===== config.mk =====
export PLATFORM = sky130hd
export DESIGN_NAME = reg_file_mp_flat
export DESIGN_NICKNAME = d
export VERILOG_FILES = /design/src/rtl/riscv_pkg.sv /design/src/rtl/reg_file_mp_if.sv /design/src/rtl/reg_file_mp_rf_scoreboard.sv /design/src/rtl/reg_file_mp.sv /design/src/flat_wrapper.sv
export SDC_FILE = /design/constraint.sdc
export NUM_CORES = 2
export LEC_CHECK = 0
export CAP_MARGIN = 5
export CORE_MARGIN = 1
export CORE_UTILIZATION = 45
export CTS_BUF_LIST = sky130_fd_sc_hd__clkbuf_16
export CTS_CLUSTER_SIZE = 28
export DETAILED_ROUTE_END_ITERATION = 8
export SYNTH_ARGS = -nofsm -noshare
export SYNTH_HDL_FRONTEND = slang
export SYNTH_HIERARCHICAL = 1
export SYNTH_SLANG_ARGS = --single-unit

===== constraint.sdc =====
create_clock -name clk -period 2.9 [get_ports clk]
set_input_delay 0.435 -clock clk [delete_from_list [all_inputs] [get_ports clk]]
set_output_delay 0.435 -clock clk [all_outputs]
set_load 0.01 [all_outputs]

===== src/rtl/riscv_pkg.sv =====
// Shared integer-register-file constants and the write-port priority helper.
// No state; pure declarations.
package riscv_pkg;

    localparam int XLEN     = 32;
    localparam int REG_AW   = 5;
    localparam int ZERO_REG = 0;
    localparam int MAX_NW   = 2;

    // Index of the highest write port whose bit is set; 0 when none set.
    function automatic int wr_prio_sel(input logic [MAX_NW-1:0] hit);
        wr_prio_sel = 0;
        for (int j = 0; j < MAX_NW; j++) begin
            if (hit[j]) wr_prio_sel = j;
        end
    endfunction

endpackage


===== src/rtl/reg_file_mp_if.sv =====
// Bundle of read, writeback, issue and flush signals for the multi-port register file.
// master = decode/issue + writeback side, slave = register file.
interface reg_file_mp_if #(
    parameter int XLEN  = riscv_pkg::XLEN,
    parameter int NREGS = 32,
    parameter int NR    = 2,
    parameter int NW    = 1,
    parameter int AW    = $clog2(NREGS)
);
    logic [NR*AW-1:0]   rd_addr;
    logic [NR*XLEN-1:0] rd_data;
    logic [NR-1:0]      rd_busy;
    logic [NW-1:0]      wr_en;
    logic [NW*AW-1:0]   wr_addr;
    logic [NW*XLEN-1:0] wr_data;
    logic               iss_en;
    logic [AW-1:0]      iss_addr;
    logic               flush;

    modport master (
        output rd_addr, wr_en, wr_addr, wr_data, iss_en, iss_addr, flush,
        input  rd_data, rd_busy
    );

    modport slave (
        input  rd_addr, wr_en, wr_addr, wr_data, iss_en, iss_addr, flush,
        output rd_data, rd_busy
    );
endinterface


===== src/rtl/reg_file_mp_rf_scoreboard.sv =====
// Per-register busy bits: set on issue, cleared on writeback or flush; per-port lookup.
// Latency: busy updates at posedge, rd_busy combinational. No backpressure.
module rf_scoreboard
    import riscv_pkg::*;
#(
    parameter int NREGS = 32,
    parameter int NR    = 2,
    parameter int NW    = 1,
    parameter int AW    = $clog2(NREGS)
) (
    input  logic             clk,
    input  logic             reset,
    input  logic             iss_en,
    input  logic [AW-1:0]    iss_addr,
    input  logic             flush,
    input  logic [NW-1:0]    wr_en,
    input  logic [NW*AW-1:0] wr_addr,
    input  logic [NR*AW-1:0] rd_addr,
    input  logic [NR-1:0]    byp_hit,
    output logic [NR-1:0]    rd_busy
);

    logic [NREGS-1:0] busy_q;
    logic [NREGS-1:0] busy_d;

    // Priority: flush, then issue (new producer), then writeback clear.
    always_comb begin
        busy_d = busy_q;
        for (int r = 1; r < NREGS; r++) begin
            if (flush) begin
                busy_d[r] = 1'b0;
            end else if (iss_en && iss_addr == AW'(r)) begin
                busy_d[r] = 1'b1;
            end else begin
                for (int j = 0; j < NW; j++) begin
                    if (wr_en[j] && wr_addr[j*AW +: AW] == AW'(r)) busy_d[r] = 1'b0;
                end
            end
        end
        busy_d[ZERO_REG] = 1'b0;
    end

    always_ff @(posedge clk or negedge reset) begin
        if (!reset) busy_q <= '0;
        else        busy_q <= busy_d;
    end

    // A forwarded write already satisfies the consumer, so it never stalls.
    always_comb begin
        rd_busy = '0;
        for (int k = 0; k < NR; k++) begin
            rd_busy[k] = busy_q[rd_addr[k*AW +: AW]] & ~byp_hit[k];
        end
    end

endmodule


===== src/rtl/reg_file_mp.sv =====
// Multi-port integer register file, x0 hard-wired to zero, optional write-to-read bypass.
// Latency: reads 0 cycles, writes visible next cycle (same cycle when bypassing). No backpressure.
module reg_file_mp #(
    parameter int XLEN   = riscv_pkg::XLEN,
    parameter int NREGS  = 32,
    parameter int NR     = 2,
    parameter int NW     = 1,
    parameter int BYPASS = 1,
    parameter int AW     = $clog2(NREGS)
) (
    input  logic          clk,
    input  logic          reset,
    reg_file_mp_if.slave  bus
);

    localparam logic [AW-1:0] ZERO_ADDR = AW'(riscv_pkg::ZERO_REG);

    logic [XLEN-1:0]               mem [NREGS];
    logic [riscv_pkg::MAX_NW-1:0]  hit [NR];
    logic [NR-1:0]                 byp_hit;
    logic [NR*XLEN-1:0]            rd_data_c;

    // Ascending port order makes the highest-indexed writer win on collisions.
    always_ff @(posedge clk or negedge reset) begin
        if (!reset) begin
            for (int r = 0; r < NREGS; r++) mem[r] <= '0;
        end else begin
            for (int j = 0; j < NW; j++) begin
                if (bus.wr_en[j] && bus.wr_addr[j*AW +: AW] != ZERO_ADDR)
                    mem[bus.wr_addr[j*AW +: AW]] <= bus.wr_data[j*XLEN +: XLEN];
            end
        end
    end

    // Reads are forced to zero during reset so a forwarded write cannot leak out.
    always_comb begin
        rd_data_c = '0;
        byp_hit   = '0;
        for (int k = 0; k < NR; k++) begin
            hit[k] = '0;
            for (int j = 0; j < NW; j++) begin
                hit[k][j] = bus.wr_en[j] && (bus.wr_addr[j*AW +: AW] == bus.rd_addr[k*AW +: AW]);
            end
            if (reset && bus.rd_addr[k*AW +: AW] != ZERO_ADDR) begin
                if (BYPASS != 0 && hit[k] != '0) begin
                    byp_hit[k] = 1'b1;
                    rd_data_c[k*XLEN +: XLEN] =
                        bus.wr_data[riscv_pkg::wr_prio_sel(hit[k])*XLEN +: XLEN];
                end else begin
                    rd_data_c[k*XLEN +: XLEN] = mem[bus.rd_addr[k*AW +: AW]];
                end
            end
        end
    end

    assign bus.rd_data = rd_data_c;

    rf_scoreboard #(
        .NREGS (NREGS),
        .NR    (NR),
        .NW    (NW),
        .AW    (AW)
    ) u_scoreboard (
        .clk      (clk),
        .reset    (reset),
        .iss_en   (bus.iss_en),
        .iss_addr (bus.iss_addr),
        .flush    (bus.flush),
        .wr_en    (bus.wr_en),
        .wr_addr  (bus.wr_addr),
        .rd_addr  (bus.rd_addr),
        .byp_hit  (byp_hit),
        .rd_busy  (bus.rd_busy)
    );

endmodule

===== src/flat_wrapper.sv =====
// flat-port wrapper written by rule: the top's interface ports become plain ports
module reg_file_mp_flat 
#(
    parameter int XLEN   = riscv_pkg::XLEN,
    parameter int NREGS  = 32,
    parameter int NR     = 2,
    parameter int NW     = 1,
    parameter int BYPASS = 1,
    parameter int AW     = $clog2(NREGS)
)
  (clk, reset, bus_rd_addr, bus_wr_en, bus_wr_addr, bus_wr_data, bus_iss_en, bus_iss_addr, bus_flush, bus_rd_data, bus_rd_busy);
  reg_file_mp_if #(.XLEN(XLEN), .NREGS(NREGS), .NR(NR), .NW(NW), .AW(AW)) bus_i ();
  input  logic clk;
  input  logic reset;
  input wire logic [$bits(bus_i.rd_addr)-1:0] bus_rd_addr;
  input wire logic [$bits(bus_i.wr_en)-1:0] bus_wr_en;
  input wire logic [$bits(bus_i.wr_addr)-1:0] bus_wr_addr;
  input wire logic [$bits(bus_i.wr_data)-1:0] bus_wr_data;
  input wire logic [$bits(bus_i.iss_en)-1:0] bus_iss_en;
  input wire logic [$bits(bus_i.iss_addr)-1:0] bus_iss_addr;
  input wire logic [$bits(bus_i.flush)-1:0] bus_flush;
  output wire logic [$bits(bus_i.rd_data)-1:0] bus_rd_data;
  output wire logic [$bits(bus_i.rd_busy)-1:0] bus_rd_busy;
  assign bus_i.rd_addr = bus_rd_addr;
  assign bus_i.wr_en = bus_wr_en;
  assign bus_i.wr_addr = bus_wr_addr;
  assign bus_i.wr_data = bus_wr_data;
  assign bus_i.iss_en = bus_iss_en;
  assign bus_i.iss_addr = bus_iss_addr;
  assign bus_i.flush = bus_flush;
  assign bus_rd_data = bus_i.rd_data;
  assign bus_rd_busy = bus_i.rd_busy;
  reg_file_mp #(.XLEN(XLEN), .NREGS(NREGS), .NR(NR), .NW(NW), .BYPASS(BYPASS), .AW(AW)) u_core (.clk(clk), .reset(reset), .bus(bus_i));
endmodule

# ---- Word level (Yosys, flattened, before mapping)
# Cells that the tools add are included.
# W data, S select, Z words.
dict set report totals {
  register_bits 1055
  in_bits 57
  output_inout_bits 66
}
dict set report op_classes {
  order_cmp 6
  eq_ne 64
  shift 2
  n_mux 118
  bitwise_logic 7
  n_reduce_logical 102
}
# op count
set ops {}
lappend ops {{$bwmux W1024} 1}
lappend ops {{$bmux W32 S5} 2}
lappend ops {{$mux W32} 9}
lappend ops {{$demux W32 S5} 1}
lappend ops {{$eq A5 B5 Y1 const B} 32}
lappend ops {{$mux W27} 4}
lappend ops {{$mux W1} 99}
lappend ops {{$reduce_bool A3 Y1} 31}
lappend ops {{$eq A5 B4 Y1 const B} 16}
lappend ops {{$logic_and A1 B1 Y1} 68}
lappend ops {{$shiftx A32 B32 Y32} 2}
lappend ops {{$eq A5 B3 Y1 const B} 8}
lappend ops {{$eq A5 B2 Y1 const B} 4}
lappend ops {{$ge A6 B6 Y1 const B} 3}
lappend ops {{$not A5 Y6} 3}
lappend ops {{$reduce_bool A5 Y1} 3}
lappend ops {{$lt A5 B6 Y1 const B} 2}
lappend ops {{$bmux W1 S5} 2}
lappend ops {{$eq A5 B1 Y1 const B} 2}
lappend ops {{$eq A5 B5 Y1} 2}
lappend ops {{$lt A6 B1 Y1 const B} 1}
lappend ops {{$and A1 B1 Y1} 2}
lappend ops {{$not A1 Y1} 2}

# ---- Depth between registers and ports, before layout
dict set report depth {
  ltp_word 7
  mapped_depth 10
  depth_no_buf 6
}

# ---- By module
# Netlist, hierarchy kept.
# module instances cells_per_inst area_each_um2 seq_area_each_um2
set by_module_without_submodules {}
lappend by_module_without_submodules {reg_file_mp 1 3870 55050.3 25624.6}
lappend by_module_without_submodules {rf_scoreboard 1 208 1959.4 775.7}

# ---- Least setup slack after synthesis
# Ideal clock, no wire load.
dict set report synth_path {
  path_kind {input to output}
  from {input port bus_rd_addr[9]}
  to {output port bus_rd_busy[1]}
  t_arrival_ns 2.186
  t_required_ns 2.465
  slack_ns 0.279
  path_stages 9
  path_cell_list {buf_2 -> or2_1 -> buf_2 -> o41ai_4 -> nor2b_1 -> buf_2 -> buf_2 -> a31o_2 -> a211oi_1}
}
dict set report synth_via {
  elab_chain_cells 6
  word_cells_on_any_way 10
  cone_classes {1 x eq/ne; 4 x mux; 2 x bitwise; 3 x reduce/logical}
}
# element line
set synth_rtl {}
lappend synth_rtl {{from (decl)} flat_wrapper.sv:15} ;# input wire logic [$bits(bus_i.rd_addr)-1:0] bus_rd_addr;
lappend synth_rtl {{$eq A5 B5 Y1} reg_file_mp.sv:42} ;# hit[k][j] = bus.wr_en[j] && (bus.wr_addr[j*AW +: AW] == bus.rd_addr[k*AW +: AW]);
lappend synth_rtl {{$logic_and A1 B1 Y1} reg_file_mp.sv:42}
lappend synth_rtl {{$mux W1} reg_file_mp.sv:45} ;# if (BYPASS != 0 && hit[k] != '0) begin
lappend synth_rtl {{$mux W1 (*)} reg_file_mp.sv:44} ;# if (reset && bus.rd_addr[k*AW +: AW] != ZERO_ADDR) begin
lappend synth_rtl {{net u_core.byp_hit[1]} reg_file_mp.sv:20} ;# logic [NR-1:0] byp_hit;
lappend synth_rtl {{$not A1 Y1 (*)} reg_file_mp_rf_scoreboard.sv:52} ;# rd_busy[k] = busy_q[rd_addr[k*AW +: AW]] & ~byp_hit[k];
lappend synth_rtl {{$and A1 B1 Y1 (*)} reg_file_mp_rf_scoreboard.sv:52}
lappend synth_rtl {{to (decl)} flat_wrapper.sv:23} ;# output wire logic [$bits(bus_i.rd_busy)-1:0] bus_rd_busy;
# Mark *: on every way through the listed nets, which the timed path passes. The rest lies on a longest branch. The select of a mux whose other input is x is not followed.

# ---- Final worst setup path
dict set report layout_path {
  from {register u_core/mem[362] (netlist name)}
  to {output port bus_rd_data[42]}
}
dict set report layout_via {
  elab_chain_cells 5
}
# element line
set layout_rtl {}
lappend layout_rtl {{from (decl)} reg_file_mp.sv:18} ;# logic [XLEN-1:0] mem [NREGS];
lappend layout_rtl {{from (signal, indexed assignment)} reg_file_mp.sv:30} ;# mem[bus.wr_addr[j*AW +: AW]] <= bus.wr_data[j*XLEN +: XLEN];
lappend layout_rtl {{$bmux W32 S5} reg_file_mp.sv:50} ;# rd_data_c[k*XLEN +: XLEN] = mem[bus.rd_addr[k*AW +: AW]];
lappend layout_rtl {{$mux W32 (not written as such) (2 in a row)} reg_file_mp.sv:50}
lappend layout_rtl {{$mux W32} reg_file_mp.sv:45}
lappend layout_rtl {{$mux W32} reg_file_mp.sv:44}
lappend layout_rtl {{to (decl)} flat_wrapper.sv:22} ;# output wire logic [$bits(bus_i.rd_data)-1:0] bus_rd_data;
# No other way between the ends. The select of a mux whose other input is x is not followed.

==> results.cfg <==
[logic_synthesis]
synthMuxAreaShare = 0.4102
synth_area_per_cell_um2 = 13.98
syn_area_um2 = 57010
synth_cell_type_count = 51
synth-seq-cells = 1055
postSynth.asyncResetShare = 1.000
synth_edf_count = 0
netlist_top_cells_area = dfrtp_1 (46%), mux2_2 (20%), mux4_2 (14%)
syn_nets = 4135
ys_seq_area_frac = 0.4631
synth-simple-area-share = 0.02184
synth_compound_area_frac = 0.06700
yosysTopAreaCellShare = 0.4631
synth_xor_area_frac = 0.0006145
synth_top_family_by_area = multiplexers
netlist_instances = 4078
ys.flop_type = dfrtp_1
yosys.area_share.adder = 0
synth_area_leader_cell = dfrtp_1
yosysMostFrequentCell = dfrtp_1
synthTopCellsByCount = dfrtp_1 (1,055), mux2_2 (1,025), mux4_2 (361)
synth_warnings = 6

[power]
power.leakage_nw = 31.55
power_density_nw_per_um2 = 632.9
peakVddDrop_uv = 496.9
clockPowerShare = 0.332
switching_share = 0.2867
pwr-share-comb = 0.233
power_switching_mw = 12.85
seq_power_share = 0.435
p_int_mw = 31.97

[clock_tree]
cts_buffers = 118
clk_path_buf_depth = 3
root_buffer = clkbuf_16
cts_tree = done
clk_pin_slew_worst_paths_ps = 60
clk_latency_ps = 740
cts.sinks = 1055
htreeDepth = 3

[timing]
worst_slack_ps = -317.4
rsz0062_at_grt = yes
layout_min_cycle_time_ps = 3217
slew_headroom = 0.3672
hold_viol = 0
skew_ps = 0
fmax_ghz = 0.3108
min_period_over_period = 1.109
setup_viol = 54
worstMarginPinSlew_ps = 949.2
slew_viol_final = 0
tns_ps = -5226

[cells_and_area]
final_cell_area_um2 = 70820
utilization = 0.5640
fill_cells = 10130
seq_area_um2 = 26400
area_growth_pct = 24.23
instances_no_fill = 6280
drive_above_1_share = 0.5448
multi_input_area_um2 = 30140
nets = 4585

[routing]
ant_nets = 0
post_drt_wl_per_cell_um = 32.76
vias = 40710
drt_iter0_drc = 3829
drcViolationCount = 0
firstDrtPassIters = 8
wl_mm = 205.7
vias_per_cell = 6.482

[place]
place_area_um2 = 64460
place_inst = 5933
io_buffers = 122
place_hpwl_mm = 133.2
place.gp.congestion = 0.8708

[worst_setup_path]
start_kind = flip-flop
cp_slowest_cell = a211oi_1
cp_cell_sequence = mux4_2 > and2_1 > a211oi_1 > nor4_1 > a22o_1 > buf_2
rrSetupSlack_ps = 1880
crit_required_ps = 2470
cpLargestDelayFamily = compound AO/OA/AOI/OAI gates
startpoint = u_core/mem[362]
crit_fanout = 3
reg2reg_from = u_core/mem[568]
critPathBufInv = 1
path_class = reg -> out
cp.arrival_ps = 2780
end_kind = primary output
critPathMaxStageDelay_ps = 460
rr_worst_depth = 3
path_depth = 6
r2r-end = u_core/mem[568]
cp-endpoint = bus_rd_data[42]

[floorplanning]
boundaryPins = 123
die_x_um = 357.9
die_area_um2 = 128100
initial_core_util = 0.4540
core-area_um2 = 125600
num_rows = 130
die-height_um = 357.9

[run]
cap_violations = 0

[global_route]
globalRouteTotalUtil = 0.3232
grt_pass1_wl_mm = 300.0
gr-total-overflow = 0
grt_max_degree = 168
grt_pass1_vias = 41650
antenna_found_initial = 3

[run_status]
violations = setup timing
status = complete, but fails checks

[hold_path]
hp-class = reg -> reg
min_from = u_core/mem[1001]
==> placed cells by master, fill, tap and decap left out, types with 16 or more instances in the layout <==
| master | Yosys | final |
|---|---|---|
| clkbuf_16 | 0 | 122 |
| buf_4 | 24 | 478 |
| a32o_2 | 0 | 16 |
| nor2_4 | 0 | 20 |
| mux4_2 | 361 | 365 |
| o221ai_1 | 37 | 29 |
| dfrtp_1 | 1055 | 1055 |
| mux2i_1 | 355 | 348 |
| o21ai_0 | 53 | 40 |
| nand2_1 | 115 | 83 |
| mux2_2 | 1025 | 1005 |
| mux2_4 | 0 | 20 |
| inv_1 | 8 | 32 |
| a2111oi_4 | 0 | 27 |
| buf_12 | 0 | 153 |
| a22oi_1 | 94 | 90 |
| clkdlybuf4s50_1 | 0 | 39 |
| buf_6 | 18 | 44 |
| a221oi_1 | 21 | 21 |
| o22ai_1 | 37 | 29 |
| nor3_1 | 31 | 30 |
| clkinv_1 | 0 | 23 |
| buf_2 | 103 | 42 |
| nand3_1 | 33 | 16 |
| clkinv_2 | 0 | 28 |
| a21oi_1 | 136 | 102 |
| nand2_4 | 0 | 20 |
| a22o_1 | 68 | 58 |
| nor2_1 | 40 | 20 |
| a21oi_2 | 0 | 31 |
==> logic make-up (layout without fill, tap and decap cells) <==
logic type | after synthesis | in the layout
AO/OA/AOI/OAI | 531 | 531
XOR/XNOR | 4 | 4
buffers and inverters | 469 | 1018
flip-flops | 1055 | 1055
multiplexers | 1747 | 1747
other | 0 | 3
AND/OR/NAND/NOR | 272 | 272
==> worst min path at each step <==
stage                     cells after the start               end
after global placement                        0   u_core/mem[992]
after floorplan                               0     u_core/mem[0]
after detailed placement                      0  u_core/mem[1001]
final                                         0  u_core/mem[1001]
after global routing                          0  u_core/mem[1003]
after CTS                                     0  u_core/mem[1001]
==> metal layers <==
layer / wire length (um) / vias to the layer above / GRT usage
li1: - / 16640 / -
met1: 86440 / 21860 / 0.4527
met2: 93390 / 1753 / 0.4953
met3: 16410 / 445 / 0.06168
met4: 9473 / 2 / 0.1306
met5: 11 / - / 0
==> repair_timing <==
item                                    in CTS  in global routing
cloned                                       4                  2
endpoints found under the setup margin      66                 66
pin swaps                                  135                 67
buffers inserted                           120                 15
gates resized for setup                    524                 88
hold buffers                                 4                  0
hold endpoints to repair                   179                  0
==> state kept, by name, summed over array words and instances, names as in the netlist <==
| register | count |
|---|---|
| u_core/mem | 1024 |
| u_core/u_scoreboard/busy_q | 31 |
==> power by group through the flow <==
stage | Clock (mW) | Sequential (mW) | Combinational (mW)
global route | 15.7 | 19.8 | 11.1
detailed placement | 0 | 19.7 | 9.40
CTS | 15.1 | 19.4 | 10.2
finish | 14.9 | 19.5 | 10.5
global placement | 0 | 19.6 | 9.23
floorplan | 0 | 19.0 | 6.43
==> through the flow <==
| step | setup WS, ps | power, mW | hold WS (ps) |
|---|---|---|---|
| floorplan | 278.7 | 25.39 | 139.4 |
| global placement | -862.9 | 28.84 | 380.7 |
| detailed placement | -822.6 | 29.11 | 384.7 |
| CTS | -318.4 | 44.68 | 400.4 |
| global route | -327.7 | 46.58 | 409.1 |
| finish | -317.4 | 44.82 | 397.1 |
==> layout make-up <==
class                   count  area share
repair buffers            791      0.1183
clock inverters            99     0.01124
flip-flops and latches   1055      0.3728
clock buffers             120     0.04240
well taps                1650     0.02915
diodes                      3   0.0001060
inverters                   8   0.0004593
multi-input cells        2554      0.4256
Power figures use the tool's default switching activity.
